$ cat src/rtl/vga_timing_gen_if.sv
// Raster timing bundle between vga_timing_gen (master) and its consumers (slave).
interface vga_timing_gen_if #(
    parameter int FC_WIDTH = 7
);
    logic                run;
    logic [9:0]          x;
    logic [9:0]          y;
    logic                hsync;
    logic                vsync;
    logic                display_on;
    logic                line_tick;
    logic                frame_tick;
    logic [FC_WIDTH-1:0] frame_counter;

    modport master (
        input  run,
        output x, y, hsync, vsync, display_on, line_tick, frame_tick, frame_counter
    );

    modport slave (
        output run,
        input  x, y, hsync, vsync, display_on, line_tick, frame_tick, frame_counter
    );
endinterface

$ cat src/rtl/vga_timing_gen.sv
// Raster timing generator: x/y scan, syncs, display_on, line/frame ticks, frame_counter.
// Define FRAME_DIV2_EN to advance frame_counter only on every second frame wrap.
module vga_timing_gen #(
    parameter int H_ACTIVE = 640,
    parameter int H_FP     = 16,
    parameter int H_SYNC   = 96,
    parameter int H_BP     = 48,
    parameter int V_ACTIVE = 480,
    parameter int V_FP     = 10,
    parameter int V_SYNC   = 2,
    parameter int V_BP     = 33,
    parameter int FC_WIDTH = 7
) (
    input  logic            clk,
    input  logic            rst,
    vga_timing_gen_if.master bus
);
    localparam int H_TOTAL  = H_ACTIVE + H_FP + H_SYNC + H_BP;
    localparam int V_TOTAL  = V_ACTIVE + V_FP + V_SYNC + V_BP;
    localparam int HS_START = H_ACTIVE + H_FP;
    localparam int HS_END   = HS_START + H_SYNC;
    localparam int VS_START = V_ACTIVE + V_FP;
    localparam int VS_END   = VS_START + V_SYNC;

    if (H_TOTAL > 1024 || V_TOTAL > 1024) begin : g_bad_totals
        $error("vga_timing_gen: H_TOTAL/V_TOTAL must not exceed 1024 (10-bit x/y)");
    end

    logic [9:0]          x_q, x_d;
    logic [9:0]          y_q, y_d;
    logic                hsync_q, hsync_d;
    logic                vsync_q, vsync_d;
    logic                disp_q, disp_d;
    logic                line_tick_q, line_tick_d;
    logic                frame_tick_q, frame_tick_d;
    logic [FC_WIDTH-1:0] fc_q, fc_d;
    logic                h_wrap;
    logic                f_wrap;
    logic                fc_inc;

`ifdef FRAME_DIV2_EN
    logic phase_q;

    always_ff @(posedge clk or posedge rst) begin
        if (rst) phase_q <= 1'b0;
        else     phase_q <= phase_q ^ f_wrap;
    end

    always_comb fc_inc = f_wrap && bus.run && phase_q;
`else
    always_comb fc_inc = f_wrap && bus.run;
`endif

    // Decoded outputs are taken from the next-state x/y so they line up with x_q/y_q.
    always_comb begin
        h_wrap = (int'(x_q) == H_TOTAL - 1);
        f_wrap = h_wrap && (int'(y_q) == V_TOTAL - 1);
        x_d    = h_wrap ? '0 : x_q + 10'd1;
        y_d    = y_q;
        if (h_wrap) y_d = f_wrap ? '0 : y_q + 10'd1;
        hsync_d      = !((int'(x_d) >= HS_START) && (int'(x_d) < HS_END));
        vsync_d      = !((int'(y_d) >= VS_START) && (int'(y_d) < VS_END));
        disp_d       = (int'(x_d) < H_ACTIVE) && (int'(y_d) < V_ACTIVE);
        line_tick_d  = (x_d == '0);
        frame_tick_d = (x_d == '0) && (y_d == '0);
        fc_d         = fc_inc ? fc_q + {{(FC_WIDTH-1){1'b0}}, 1'b1} : fc_q;
    end

    always_ff @(posedge clk or posedge rst) begin
        if (rst) begin
            x_q          <= '0;
            y_q          <= '0;
            hsync_q      <= 1'b1;
            vsync_q      <= 1'b1;
            disp_q       <= 1'b1;
            line_tick_q  <= 1'b0;
            frame_tick_q <= 1'b0;
            fc_q         <= '0;
        end else begin
            x_q          <= x_d;
            y_q          <= y_d;
            hsync_q      <= hsync_d;
            vsync_q      <= vsync_d;
            disp_q       <= disp_d;
            line_tick_q  <= line_tick_d;
            frame_tick_q <= frame_tick_d;
            fc_q         <= fc_d;
        end
    end

    assign bus.x             = x_q;
    assign bus.y             = y_q;
    assign bus.hsync         = hsync_q;
    assign bus.vsync         = vsync_q;
    assign bus.display_on    = disp_q;
    assign bus.line_tick     = line_tick_q;
    assign bus.frame_tick    = frame_tick_q;
    assign bus.frame_counter = fc_q;
endmodule

$ cat src/flat_wrapper.sv
// flat-port wrapper written by rule: the top's interface ports become plain ports
module vga_timing_gen_flat 
#(
    parameter int H_ACTIVE = 640,
    parameter int H_FP     = 16,
    parameter int H_SYNC   = 96,
    parameter int H_BP     = 48,
    parameter int V_ACTIVE = 480,
    parameter int V_FP     = 10,
    parameter int V_SYNC   = 2,
    parameter int V_BP     = 33,
    parameter int FC_WIDTH = 7
)
  (clk, rst, bus_run, bus_x, bus_y, bus_hsync, bus_vsync, bus_display_on, bus_line_tick, bus_frame_tick, bus_frame_counter);
  vga_timing_gen_if #(.FC_WIDTH(FC_WIDTH)) bus_i ();
  input  logic clk;
  input  logic rst;
  input wire logic [$bits(bus_i.run)-1:0] bus_run;
  output wire logic [$bits(bus_i.x)-1:0] bus_x;
  output wire logic [$bits(bus_i.y)-1:0] bus_y;
  output wire logic [$bits(bus_i.hsync)-1:0] bus_hsync;
  output wire logic [$bits(bus_i.vsync)-1:0] bus_vsync;
  output wire logic [$bits(bus_i.display_on)-1:0] bus_display_on;
  output wire logic [$bits(bus_i.line_tick)-1:0] bus_line_tick;
  output wire logic [$bits(bus_i.frame_tick)-1:0] bus_frame_tick;
  output wire logic [$bits(bus_i.frame_counter)-1:0] bus_frame_counter;
  assign bus_i.run = bus_run;
  assign bus_x = bus_i.x;
  assign bus_y = bus_i.y;
  assign bus_hsync = bus_i.hsync;
  assign bus_vsync = bus_i.vsync;
  assign bus_display_on = bus_i.display_on;
  assign bus_line_tick = bus_i.line_tick;
  assign bus_frame_tick = bus_i.frame_tick;
  assign bus_frame_counter = bus_i.frame_counter;
  vga_timing_gen #(.H_ACTIVE(H_ACTIVE), .H_FP(H_FP), .H_SYNC(H_SYNC), .H_BP(H_BP), .V_ACTIVE(V_ACTIVE), .V_FP(V_FP), .V_SYNC(V_SYNC), .V_BP(V_BP), .FC_WIDTH(FC_WIDTH)) u_core (.clk(clk), .rst(rst), .bus(bus_i));
endmodule
$ cat config.mk
export PLATFORM = sky130hd
export DESIGN_NAME = vga_timing_gen_flat
export DESIGN_NICKNAME = d
export VERILOG_FILES = /design/src/rtl/vga_timing_gen_if.sv /design/src/rtl/vga_timing_gen.sv /design/src/flat_wrapper.sv
export SDC_FILE = /design/constraint.sdc
export NUM_CORES = 1
export LEC_CHECK = 0
export CORE_AREA = 2 2 62 64
export DETAILED_ROUTE_END_ITERATION = 12
export DIE_AREA = 0 0 64 66
export PLACE_DENSITY_LB_ADDON = 0.05
export RECOVER_POWER = 25
export SETUP_SLACK_MARGIN = 0.1
export SLEW_MARGIN = 20
export SYNTH_ARGS = -nofsm -noshare
export SYNTH_HDL_FRONTEND = slang
export SYNTH_SLANG_ARGS = --single-unit
$ cat constraint.sdc
create_clock -name clk -period 5.4 [get_ports clk]
set_input_delay 1.08 -clock clk [delete_from_list [all_inputs] [get_ports clk]]
set_output_delay 1.08 -clock clk [all_outputs]
set_load 0.1 [all_outputs]
==> Word-level counts from Yosys, hierarchy flattened <==
Cells that the tools add are included.
{ "totals": {"regBits": 32, "output_inout_bits": 32, "word_cells": 32} }
{ "op_classes": {"n_addsub": 3, "n_lt_le_gt_ge": 6, "n_eq_ne": 2, "mux": 3, "n_reduce_logical": 10} }
{ "op_table": {"columns": ["cell", "count"], "rows": [
  ["10-bit 2-to-1 mux", 3],
  ["10-bit by 1-bit adder with 10-bit output (second input constant)", 2],
  ["10-bit logical NOT", 2],
  ["10-bit less-than comparator (second input constant)", 2],
  ["10-bit by 9-bit less-than comparator with 1-bit output (second input constant)", 2],
  ["10-bit equality test (second input constant)", 1],
  ["10-bit by 9-bit equality test with 1-bit output (second input constant)", 1],
  ["10-bit greater-or-equal comparator (second input constant)", 1],
  ["10-bit by 9-bit greater-or-equal comparator with 1-bit output (second input constant)", 1],
  ["7-bit by 1-bit adder with 7-bit output (second input constant)", 1],
  ["1-bit logical AND", 6],
  ["1-bit logical NOT", 2]
]} }

==> Logic depth before layout (Yosys ltp) <==
{ "depth": {"depth_word": 7, "depth_mapped": 9, "depth_no_buf": 8} }

==> Least setup slack after synthesis <==
No wires, ideal clock.
{ "synth_path": {"path_type": "flip-flop to flip-flop", "startpoint": "register u_core.x_q[0], in the netlist u_core.bus.x[0]", "endpoint": "register u_core.fc_q[5], in the netlist u_core.bus.frame_counter[5]", "setup_time_ns": 0.162, "arrival_time_ns": 2.502, "required_time_ns": 5.238, "setup_slack_ns": 2.736, "path_stages_with_launch": 10, "synth_period_minus_slack_ns": 2.664, "path_cell_list": "dfrtp_1 ha_1 and4_1 buf_6 and3_4 and3_1 buf_6 nand4_4 nor2_2 xor2_1"} }
{ "synth_via": {"elab_chain_len": 3} }
{ "synth_lines": {"columns": ["item", "line", "text"], "rows": [
  ["start: declaration", "vga_timing_gen.sv:29", "logic [9:0] x_q, x_d;"],
  ["start signal: assignment", "vga_timing_gen.sv:71", "x_q <= '0;"],
  ["start signal: assignment", "vga_timing_gen.sv:80", "x_q <= x_d;"],
  ["10-bit by 9-bit equality test with 1-bit output", "vga_timing_gen.sv:56", "h_wrap = (int'(x_q) == H_TOTAL - 1);"],
  ["1-bit logical AND", "vga_timing_gen.sv:57", "f_wrap = h_wrap && (int'(y_q) == V_TOTAL - 1);"],
  ["1-bit logical AND", "vga_timing_gen.sv:51", "always_comb fc_inc = f_wrap && bus.run;"],
  ["end signal: assignment", "vga_timing_gen.sv:78", "fc_q <= '0;"],
  ["end signal: assignment", "vga_timing_gen.sv:87", "fc_q <= fc_d;"],
  ["end: declaration", "vga_timing_gen.sv:36", "logic [FC_WIDTH-1:0] fc_q, fc_d;"]
]} }
Every way passes these cells.
A chain may end at the register's enable or synchronous reset.

==> Worst setup path after layout <==
{ "layout_path": {"startpoint": "register u_core.x_q[6], in the netlist u_core.bus.x[6]", "endpoint": "output bus_x[6]"} }
{ "layout_rtl": {"columns": ["item", "line", "text"], "rows": [
  ["end: declaration", "flat_wrapper.sv:19", "output wire logic [$bits(bus_i.x)-1:0] bus_x;"]
]} }
No word-level cell between the ends.

==> flow_metrics.tcl <==
set metrics [dict create \
    status "complete, but fails checks" \
    failed_checks "capacitance limit, slew limit" \
    synth-compound-area-share 0.148 \
    hold_viol_final 0 \
    worst-setup-path-type "reg -> out" \
    layout-area-overhead-vs-synth_pct 18.7 \
    p_int_mw 0.291 \
    yosys_register_bits 32 \
    period_share 0.600 \
    cts_made_buffers 5 \
    vias 1650 \
    slowest_stage "clkdlybuf4s50_1" \
    core-area_um2 3550 \
    clock_sinks 32 \
    synthAdderAreaFrac 0.0258 \
    htreeDepth 2 \
    ir_worst_vdd_uv 102 \
    drcViolationCount 0 \
    antenna_cells 0 \
    setup_tns_ns 0 \
    p_per_area_nw_per_um2 167 \
    synth_area_leaders "dfrtp_1 (37%), xnor2_1 (4.5%), dfstp_2 (4.1%)" \
    drt-total-wl_mm 4.34 \
    port_buffers 34 \
    syn_area_um2 1940 \
    fin_nets 237 \
    clk_latency_ns 0.34 \
    pwr-share-comb 0.015 \
    worstMarginPinSlew_ns 1.67 \
    dp.cells 271 \
    p_switching_mw 0.0934 \
    max_freq_mhz 309 \
    drt_iter0_drc 168 \
    synthesis.nets 208 \
    synth-simple-area-share 0.250 \
    slew_violations 33 \
    vias_per_cell 5.91 \
    dp_hpwl_mm 3.06 \
    p_sw_frac 0.243 \
    ys_top_cells_by_count "dfrtp_1 (29), nand2_1 (17), nor2_1 (13)" \
    start_util 0.546 \
    yosysMostFrequentCell "dfrtp_1" \
    end_kind "output pin" \
    grt_first_pass_wirelength_mm 7.40 \
    synth_xor_area_frac 0.0768 \
    leakage_nw 0.945 \
    drv_cap 1 \
    grt_usage 0.228 \
    worstPathArrival_ns 2.16 \
    drtPass1Iterations 4 \
    hold_path_class "reg -> reg" \
    synth.distinct_cells 53 \
    path_cells "clkdlybuf4s50_1" \
    cp.required_ns 4.32 \
    seqPwrFrac 0.624 \
    synth_edf_count 0 \
    postRouteAntennaNets 0 \
    grt_start_max_net_pins 33 \
    die_h_um 66 \
    die_area_um2 4220 \
    critPathMaxStageDelay_ns 1.22 \
    holdBufCountCts 0 \
    clockRootBuffer "clkbuf_4" \
    skew_ns 0.00697 \
    crit_family "buffers and inverters" \
    start_kind "flip-flop" \
    gp_congestion 0.949 \
    antenna_found_initial 0 \
    period_needed_ns 3.24 \
    yosys_warnings 0 \
    io_pins 35 \
    wl_per_cell_um 15.6 \
    syn_inst 201 \
    critPathBufInv 1 \
    synth_async_sr_flop_share 1.00 \
    synthFlopType "dfrtp_1" \
    clkPwrFrac 0.361 \
    yosysSeqAreaShare 0.415 \
    clk_path_buf_depth 2 \
    die_x_um 64 \
    ctsResizeCount 0 \
    synth_mux_area_frac 0.0219 \
    cts_setup_buffers 0 \
    grt_pass1_vias 1597 \
    fp-row-count 22 \
    synth_top_area_frac 0.374 \
    cts_tree "yes" \
    critPathMaxFanout 11 \
    gr-total-overflow 0 \
    synth_top_family_by_area "simple AND/OR/NAND/NOR gates" \
    synth_top_area_cell "dfrtp_1" \
    maxSlewHeadroom -0.116 \
    instances_no_fill 279 \
    setup_viol 0 \
    grt_setup_unrepaired "no" \
    path_clk_slew_ns 0.11 \
    synth_area_per_cell_um2 9.65 \
    layout-drive-gt1-share 0.0996 \
]
state kept, by name, summed over array words and instances (netlist names):
| signal | flops |
|---|---|
| u_core.bus.x | 10 |
| u_core.bus.frame_counter | 7 |
| u_core.bus.y | 10 |
| u_core.bus.frame_tick | 1 |
| u_core.bus.display_on | 1 |
| u_core.bus.hsync | 1 |
| u_core.bus.vsync | 1 |
| u_core.bus.line_tick | 1 |
metrics by stage:
step,utilization,area (um^2),hold slack (ns),power (mW),setup slack (ns)
6_report,0.648,2300,0.481,0.384,2.16
5_1_grt,0.648,2300,0.528,0.404,2.08
4_1_cts,0.649,2310,0.488,0.390,2.15
3_5_place_dp,0.634,2250,0.469,0.251,2.54
3_3_place_gp,0.634,2250,0.461,0.251,2.55
2_1_floorplan,-,1940,0.992,0.248,2.74
per-layer routing:
| metal | wire, um | global-route usage |
|---|---|---|
| met1 | 1810 | 0.276 |
| met2 | 2240 | 0.388 |
| met3 | 240 | 0.0511 |
| met4 | 57 | 0.101 |
| met5 | 0 | 0 |
kinds of logic (layout without fill, tap and decap cells):
kind of cell / after synthesis / after routing
multiplexers: 4 / 4
AND/OR/NAND/NOR: 81 / 81
adder cells (fa/ha/maj): 4 / 4
XOR/XNOR: 17 / 17
buffers and inverters: 19 / 49
AO/OA/AOI/OAI: 44 / 44
flip-flops: 32 / 32
cell usage in the layout (no fill, tap or decap), drive strengths merged, types with 7 or more instances in the layout:
cell,netlist,routed
o21ai,13,13
nand2,18,18
clkdlybuf4s50,0,33
a21oi,9,9
xor2,7,7
nand4,9,9
dfrtp,29,29
nand3,12,12
nor2,14,14
xnor2,10,10
power by group through the flow:
| stage | logic (mW) | clock network, mW | registers [mW] |
|---|---|---|---|
| 3_3_place_gp | 0.00680 | 0 | 0.244 |
| 6_report | 0.00593 | 0.139 | 0.240 |
| 5_1_grt | 0.00702 | 0.157 | 0.240 |
| 2_1_floorplan | 0.00352 | 0 | 0.244 |
| 4_1_cts | 0.00694 | 0.143 | 0.240 |
| 3_5_place_dp | 0.00691 | 0 | 0.244 |
worst paths after layout:
kind | startpoint | endpoint | slack, ns | cells after the start
min in group asynchronous | rst | u_core.bus.y[1] | 1.76 | 3
max in group asynchronous | rst | u_core.bus.x[4] | 2.68 | 3
worst max-delay path | u_core.bus.x[6] | bus_x[6] | 2.16 | 1
worst min-delay path | u_core.bus.frame_counter[6] | u_core.bus.frame_counter[6] | 0.48 | 1
worst min register to register | u_core.bus.frame_counter[6] | u_core.bus.frame_counter[6] | 0.48 | 1
worst max register to register | u_core.bus.x[0] | u_core.bus.frame_tick | 2.94 | 7
final cells by class:
type | instances | area [um^2]
fill | 291 | 1250
multi-input combinational | 150 | 1010
sequential | 32 | 805
timing repair buffer | 35 | 344
tap | 48 | 60.1
clock buffer | 5 | 37.5
inverter | 6 | 22.5
clock inverter | 3 | 18.8
Note: power is estimated with default switching activity, not from simulation.
==> variant (config.mk and constraints unchanged) <==
`FC_WIDTH` is set to 7 in 3 places; all go to 14.
--- a/src/rtl/vga_timing_gen_if.sv
+++ b/src/rtl/vga_timing_gen_if.sv
@@ -1,6 +1,6 @@
 // Raster timing bundle between vga_timing_gen (master) and its consumers (slave).
 interface vga_timing_gen_if #(
-    parameter int FC_WIDTH = 7
+    parameter int FC_WIDTH = 14
 );
     logic                run;
     logic [9:0]          x;
--- a/src/rtl/vga_timing_gen.sv
+++ b/src/rtl/vga_timing_gen.sv
@@ -9,7 +9,7 @@
     parameter int V_FP     = 10,
     parameter int V_SYNC   = 2,
     parameter int V_BP     = 33,
-    parameter int FC_WIDTH = 7
+    parameter int FC_WIDTH = 14
 ) (
     input  logic            clk,
     input  logic            rst,
--- a/src/flat_wrapper.sv
+++ b/src/flat_wrapper.sv
@@ -9,7 +9,7 @@
     parameter int V_FP     = 10,
     parameter int V_SYNC   = 2,
     parameter int V_BP     = 33,
-    parameter int FC_WIDTH = 7
+    parameter int FC_WIDTH = 14
 )
   (clk, rst, bus_run, bus_x, bus_y, bus_hsync, bus_vsync, bus_display_on, bus_line_tick, bus_frame_tick, bus_frame_counter);
   vga_timing_gen_if #(.FC_WIDTH(FC_WIDTH)) bus_i ();
Ports: changed (resized bus_frame_counter); port bits go from 35 to 42. No check against the original RTL was run, so the function may have changed too.
==> variant against the unedited design <==
- design area rose by 15%
- worst setup slack worse by 0.14 ns
- sequential share of layout area increased by 2.1 points
- routed wire length decreased by 3.5%
- synthesized area rose by 12%
- synthesized cell count rose by 7.5%
- count of clock-buffer cells in the layout is the same
- utilization is 9.7 points higher
- die area did not move
- critical path type unchanged
- the run still ends with max-capacitance violations, max-slew violations left
- fmax fell by 4.0%
- sequential cell count up 7
- clock skew up 0.0087 ns
- total power is 30% higher
==> variant: results (changes against the unedited design) <==
metric,value,unit,change
slowest_delay,1.24,ns,+0.02 ns
final_cells,301,,+7.9%
synthXorXnorAreaFrac,11.3,%,+3.6 points
worstHoldStart,u_core.bus.frame_counter[13],,
ys_seq_area_share,45.1,%,+3.6 points
hold_end,u_core.bus.frame_counter[13],,
syn_area_per_cell,10.1,um^2,+4.3%
io_buffers,41,,+21%
gp_congestion,0.909,,-4.2%
cap_violations,1,,unchanged
worst-path-max-fanout,16,,+5
cts.reportedPaths.clkPinSlew,0.13,ns,+0.02 ns
reg2reg_to,u_core.bus.frame_counter[13],,
clock_latency,0.36,ns,+0.02 ns
maxSlewHeadroom,-32.0,%,-20 points
grt_max_degree,40,,+21%
grt_pass1_vias,1633,,+2.3%
status,finished with violations,,
muxShareOfSynthArea,0.518,%,-1.7 points
ir_drop,0.000103,V,+0.20%
synth.area.top_cells,"dfrtp_1 (41%), xnor2_1 (6.4%), xor2_1 (4.8%)",,
synth_commonest_cells,"dfrtp_1 (36), nand2_1 (19), xnor2_1 (16), nor2_1 (13)",,
startpoint,u_core.bus.x[5],,
endpoint,bus_x[5],,
synthDistinctLibCells,50,,-5.7%
wl_per_cell,13.9,um,-11%
vias,1741,,+5.5%
cp_data_arrival_time,2.30,ns,+0.14 ns
leakage,1.06,nW,+12%
drtIter0Drc,78,,-54%
synthAdderAreaFrac,2.30,%,-0.28 points
whs,0.473,ns,-0.00869 ns
final_max_slew_viol_count,40,,+21%
place_hpwl,2990,um,-2.2%
violations,"max-capacitance violations, max-slew violations",,
grt_pass1_wl,7230,um,-2.3%
==> variant: cell types whose count changed in the layout (fill, tap and decap cells not counted), moves of 3 or more <==
cell,unedited run,this run
a211o_1,0,3
xnor2_1,10,16
o22ai_1,1,5
nand4_1,8,11
nor3_1,6,3
inv_1,6,10
a21oi_1,9,3
dfrtp_1,29,36
clkdlybuf4s50_1,33,40
xor2_1,7,12
nand2b_1,0,3
==> variant: stage by stage <==
step                setup slack (ns)  power [mW]  instance area, um^2
detailed placement              2.45       0.306                 2560
finish                          2.02       0.500                 2650
global route                    1.91       0.522                 2650
floorplan                       2.60       0.302                 2170
CTS                             2.02       0.508                 2650
global placement                2.47       0.306                 2560
==> variant: cell type report <==
cell class	instances	share of cell area (%)
inverter	10	1.42
sequential	39	37.0
clock buffer	5	1.42
timing repair buffer	42	15.7
clock inverter	3	1.80
tap	48	2.27
multi-input combinational	154	40.4
==> variant: per-layer routing <==
layer	vias to the layer above	track usage [%]	wire (um)
met4	0	8.15	62
met2	54	37.6	2040
li1	843	-	-
met3	7	6.47	234
met5	-	0	0
met1	837	26.4	1860
==> variant: power by group <==
part	switching [mW]	leakage (nW)	total [mW]	internal [mW]
clock network	0.101	0.0458	0.201	0.0997
registers	0	0.510	0.292	0.292
logic	0.00594	0.502	0.00726	0.00132
total	0.107	1.06	0.500	0.393
==> variant: logic make-up after synthesis <==
family / after synthesis
multiplexers: 1
flip-flops: 39
buffers and inverters: 23
AND/OR/NAND/NOR: 83
XOR/XNOR: 28
adder cells (fa/ha/maj): 4
AO/OA/AOI/OAI: 38
